--- src/rtl/regfile_pkg.sv ---
// Shared register-file types: width constants, address/data typedefs,
// write payload struct and the round-robin pointer encoding.
package regfile_pkg;

  localparam int unsigned DATA_W = 32;
  localparam int unsigned ADDR_W = 5;

  typedef logic [ADDR_W-1:0] reg_addr_t;
  typedef logic [DATA_W-1:0] reg_data_t;

  // One register-file write: destination plus payload
  typedef struct packed {
    reg_addr_t addr;
    reg_data_t data;
  } wr_req_t;

  // Round-robin pointer; the encoding doubles as the last_grant value
  typedef enum logic {
    LAST0 = 1'b0,
    LAST1 = 1'b1
  } ptr_state_t;

endpackage : regfile_pkg

--- src/rtl/rr_arb2.sv ---
// Combinational 2-way round-robin grant.
// Ports:
//   i_valid      - request valids, bit i = requester i
//   i_hold       - suppress all grants this cycle
//   i_last_grant - requester most recently granted
//   o_grant_c    - one-hot (or zero) grant vector
module rr_arb2 (
  input  logic [1:0] i_valid,
  input  logic       i_hold,
  input  logic       i_last_grant,
  output logic [1:0] o_grant_c
);

  // On contention the requester that did not win last time goes first
  always_comb begin
    o_grant_c = 2'b00;
    if (!i_hold) begin
      unique case (i_valid)
        2'b01:   o_grant_c = 2'b01;
        2'b10:   o_grant_c = 2'b10;
        2'b11:   o_grant_c = i_last_grant ? 2'b01 : 2'b10;
        default: o_grant_c = 2'b00;
      endcase
    end
  end

endmodule : rr_arb2

--- src/rtl/regfile_write_arbiter.sv ---
// Shares the register-file write port between two valid/ready requesters
// with round-robin arbitration and a one-cycle registered write strobe.
// Ports:
//   clk, rst                 - clock, async active-low reset
//   hold                     - blocks all acceptance while high
//   reqN_valid/addr/data     - requester N write request
//   reqN_ready               - requester N accepted this cycle (combinational)
//   wr_en/wr_addr/wr_data    - registered register-file write port
//   last_grant               - round-robin pointer (last accepted requester)
module regfile_write_arbiter
  import regfile_pkg::*;
(
  input  logic              clk,
  input  logic              rst,
  input  logic              hold,
  input  logic              req0_valid,
  input  logic [ADDR_W-1:0] req0_addr,
  input  logic [DATA_W-1:0] req0_data,
  output logic              req0_ready,
  input  logic              req1_valid,
  input  logic [ADDR_W-1:0] req1_addr,
  input  logic [DATA_W-1:0] req1_data,
  output logic              req1_ready,
  output logic              wr_en,
  output logic [ADDR_W-1:0] wr_addr,
  output logic [DATA_W-1:0] wr_data,
  output logic              last_grant
);

  ptr_state_t r_state;
  ptr_state_t w_state_next;
  logic [1:0] w_grant;
  logic       w_block;
  wr_req_t    w_sel;
  logic       r_wr_en;
  wr_req_t    r_wr;

  // Nothing is accepted while reset is asserted, so ready stays low too
  assign w_block = hold | ~rst;

  rr_arb2 u_rr_arb2 (
    .i_valid      ({req1_valid, req0_valid}),
    .i_hold       (w_block),
    .i_last_grant (r_state == LAST1),
    .o_grant_c    (w_grant)
  );

  assign req0_ready = w_grant[0];
  assign req1_ready = w_grant[1];

  // Pointer state register
  always_ff @(posedge clk or negedge rst) begin
    if (!rst) begin
      r_state <= LAST1;
    end else begin
      r_state <= w_state_next;
    end
  end

  // Pointer next state: follows whichever requester was accepted
  always_comb begin
    w_state_next = r_state;
    if (w_grant[0]) begin
      w_state_next = LAST0;
    end else if (w_grant[1]) begin
      w_state_next = LAST1;
    end
  end

  // Winning payload
  always_comb begin
    w_sel = '{addr: req0_addr, data: req0_data};
    if (w_grant[1]) begin
      w_sel = '{addr: req1_addr, data: req1_data};
    end
  end

  // Registered write port; address/data hold when idle
  always_ff @(posedge clk or negedge rst) begin
    if (!rst) begin
      r_wr_en <= 1'b0;
      r_wr    <= '0;
    end else begin
      r_wr_en <= |w_grant;
      if (|w_grant) begin
        r_wr <= w_sel;
      end
    end
  end

  assign wr_en      = r_wr_en;
  assign wr_addr    = r_wr.addr;
  assign wr_data    = r_wr.data;
  assign last_grant = (r_state == LAST1);

endmodule : regfile_write_arbiter

--- config.mk ---
export PLATFORM = sky130hd
export DESIGN_NAME = regfile_write_arbiter
export DESIGN_NICKNAME = d
export VERILOG_FILES = /design/src/rtl/regfile_pkg.sv /design/src/rtl/rr_arb2.sv /design/src/rtl/regfile_write_arbiter.sv
export SDC_FILE = /design/constraint.sdc
export NUM_CORES = 1
export LEC_CHECK = 0
export CAP_MARGIN = 20
export CORE_MARGIN = 2
export CORE_UTILIZATION = 35
export CTS_CLUSTER_SIZE = 10
export DETAILED_ROUTE_END_ITERATION = 12
export PLACE_DENSITY_LB_ADDON = 0.15
export SLEW_MARGIN = 20
export SYNTH_ARGS = -nofsm -noshare
export SYNTH_HDL_FRONTEND = slang
export SYNTH_SLANG_ARGS = --single-unit
--- constraint.sdc ---
create_clock -name clk -period 1.5 [get_ports clk]
set_input_delay 0.3 -clock clk [delete_from_list [all_inputs] [get_ports clk]]
set_output_delay 0.3 -clock clk [all_outputs]
set_load 0.03 [all_outputs]
==> impl_metrics.py <==
metrics = {
    "yosys": {
        "ys_seq_area_share_pct": 45.5,
        "syn-instance-count": 222,
        "yosysTopAreaCell": "dfrtp_1",
        "syn_nets": 301,
        "ys.warnings.count": 0,
        "synth_top_area_share_pct": 44.3,
        "netlist_area_sq_um": 2150,
        "synthTopCellsByArea": "dfrtp_1 44%, o311ai_2 14%, nand3_1 8.6%",
        "syn_area_per_cell_sq_um": 9.67,
        "ys_ff_latch": 39,
        "ys_types": 20,
    },
    "route": {
        "routed_wl_mm": 6.78,
        "firstDrtPassIters": 4,
        "ant_nets": 0,
        "avgRoutedWirePerCell_microns": 15.9,
        "viasPerCell": 5.26,
        "via_count": 2235,
        "first_iter_violations": 88,
        "drc": 0,
    },
    "floorplanning": {
        "core-area_sq_um": 5920,
        "start_util_pct": 36.3,
        "rows": 28,
        "pin_count": 120,
        "fp.dieW_microns": 82.3,
        "die-area_sq_um": 6780,
        "die_h_microns": 82.3,
    },
    "global_routing": {
        "grt_usage_pct": 19.9,
        "antenna_found_initial": 0,
        "met3_usage_pct": 3.04,
        "gr-total-overflow": 0,
        "busiest_layer": "met2",
        "grt_pass1_vias": 2158,
        "grt_start_max_net_pins": 30,
        "grtUsageMet2_pct": 36.2,
        "grt_first_pass_wirelength_mm": 10.3,
        "met1_usage_pct": 24.1,
    },
    "timing": {
        "period_minus_slack_ns": 1.51,
        "tightest_slew_ns": 0.394,
        "rsz0062_at_grt": "yes",
        "finalSetupViolCount": 1,
        "finalWorstSetupSlack_ns": -0.00611,
        "slew_headroom_pct": 73.8,
        "clock_skew_ns": 0.00739,
        "fin_crit_sh_pct": 100,
        "finalHoldViolations": 0,
        "clock.fmax_mhz": 664,
        "slew_viol_final": 0,
    },
    "cts": {
        "clock_sink_count": 39,
        "clkTransAtPathRegs_ns": 0.08,
        "tritoncts": "done",
        "cts_hold_repair.buffers": 0,
        "cts-htree-levels": 2,
        "numCtsBuffers": 5,
        "clock-root-buffer": "clkbuf_8",
        "cts.path.max_buffers": 2,
        "clk_latency_ns": 0.28,
    },
    "power": {
        "leakagePower_uw": 0.00164,
        "power.density_nw_per_um2": 991,
        "ir_worst_vdd_uv": 529,
    },
    "run_status": {
        "outcome": "complete, but fails checks",
        "violations": "negative setup slack",
    },
    "cells_and_area": {
        "antenna_cells": 0,
        "fin_util_pct": 63.9,
        "syn_to_final_growth_pct": 76.2,
        "nets": 428,
        "finalInstanceArea_sq_um": 3780,
        "drive_above_1_share_pct": 22.9,
    },
    "placement": {
        "gp_congestion": 0.769,
        "post-dp-hpwl_mm": 4.77,
        "dp_slack_ns": -0.244,
        "numPortBuffers": 119,
        "place_area_sq_um": 3500,
    },
    "worst_setup_path": {
        "path_max_fanout": 3,
        "worstSetupEndpointType": "primary output",
        "critPathArrivalTime_ns": 1.21,
        "required_ns": 1.20,
        "path_class": "reg2out",
        "cp-start-kind": "register",
        "reg2reg_slack_ns": 0.04,
    },
    "job": {
        "cap_violations": 0,
    },
    "hold_path": {
        "min_path_type": "in2async",
    },
}
[through the flow]
step | instances | hold WS, ns | TNS [ns] | total power, uW
floorplan | 222 | 0.00441 | 0 | 2150
global placement | 414 | 0.330 | -6.97 | 2890
detailed placement | 414 | 0.326 | -7.54 | 2910
CTS | 425 | 0.0110 | -0.0112 | 3680
global route | 425 | 0.0117 | -0.332 | 3940
finish | 425 | 0.00472 | -0.00611 | 3750
[critical path, stage by stage (launching register included)]
cell     delay [ns]
dfstp_2        0.56
inv_2          0.05
a21oi_2        0.16
buf_6          0.15
[placed cells by master, fill, tap and decap left out, drive strengths merged]
| cell type | synthesis | final |
|---|---|---|
| nor2 | 1 | 1 |
| clkinv | 0 | 1 |
| bufinv | 0 | 1 |
| a21oi | 1 | 1 |
| and2 | 1 | 1 |
| inv | 39 | 39 |
| o311ai | 37 | 37 |
| dfstp | 1 | 1 |
| dlygate4sd2 | 0 | 41 |
| and3b | 1 | 1 |
| clkdlybuf4s50 | 0 | 74 |
| nand2 | 2 | 2 |
| clkbuf | 11 | 6 |
| o21ai | 38 | 38 |
| nand2b | 1 | 1 |
| buf | 12 | 28 |
| mux2 | 1 | 1 |
| dfrtp | 38 | 38 |
| nand3 | 37 | 37 |
| nor2b | 1 | 1 |
[power by group]
group	internal [uW]	switching (uW)
combinational	657	859
clock	538	358
sequential	1250	89.1
[Yosys cell counts (all sizes together)]
library cell / n
a21oi: 1
and2: 1
and3b: 1
buf: 12
clkbuf: 11
dfrtp: 38
dfstp: 1
inv: 39
mux2: 1
nand2: 2
nand2b: 1
nand3: 37
nor2: 1
nor2b: 1
o21ai: 38
o311ai: 37
[layer usage]
layer | wire length (microns) | share of wire, %
met5 | 0 | 0
met4 | 51 | 0.75
met3 | 426 | 6.3
met2 | 3480 | 51
met1 | 2820 | 42
[logic make-up (layout without fill, tap and decap cells)]
family / after synthesis / in the layout / synth area share [%]
flops: 39 / 39 / 45.5
compound gates: 76 / 76 / 30.8
simple gates: 44 / 44 / 10.7
buf+inv: 62 / 190 / 12.5
mux: 1 / 1 / 0.524
[final timing paths]
check	depth (start not counted)	end	start
setup reg to reg	5	wr_data[27]$_DFFE_PN0P_	last_grant$_DFFE_PN1P_
hold / removal	2	wr_data[22]$_DFFE_PN0P_	rst
max in group asynchronous	3	wr_data[4]$_DFFE_PN0P_	rst
min in group clk	2	wr_addr[3]$_DFFE_PN0P_	wr_addr[3]$_DFFE_PN0P_
setup / recovery	3	req0_ready	last_grant$_DFFE_PN1P_
hold reg to reg	2	wr_addr[3]$_DFFE_PN0P_	wr_addr[3]$_DFFE_PN0P_
[final cells by class]
cell class                      count  area [sq um]
Tap cell                           75          93.8
Clock buffer                        6          82.6
Fill cell                         531          2140
Multi-Input combinational cell    121          1100
Timing Repair Buffer              143          1350
Clock inverter                      2          35.0
Sequential cell                    39           977
Inverter                           39           146
[repair_timing]
| action | 4_1_cts | 5_1_grt |
|---|---|---|
| cloned | 0 | 0 |
| buffers inserted | 3 | 0 |
| resized for setup | 47 | 22 |
| endpoints found under the setup margin | 40 | 9 |
| pin swaps | 2 | 1 |
[sequential cells by signal, summed over array words and instances (netlist names)]
name and cells:
last_grant 1, wr_addr 5, wr_data 32, wr_en 1
Power figures use the tool's default switching activity.
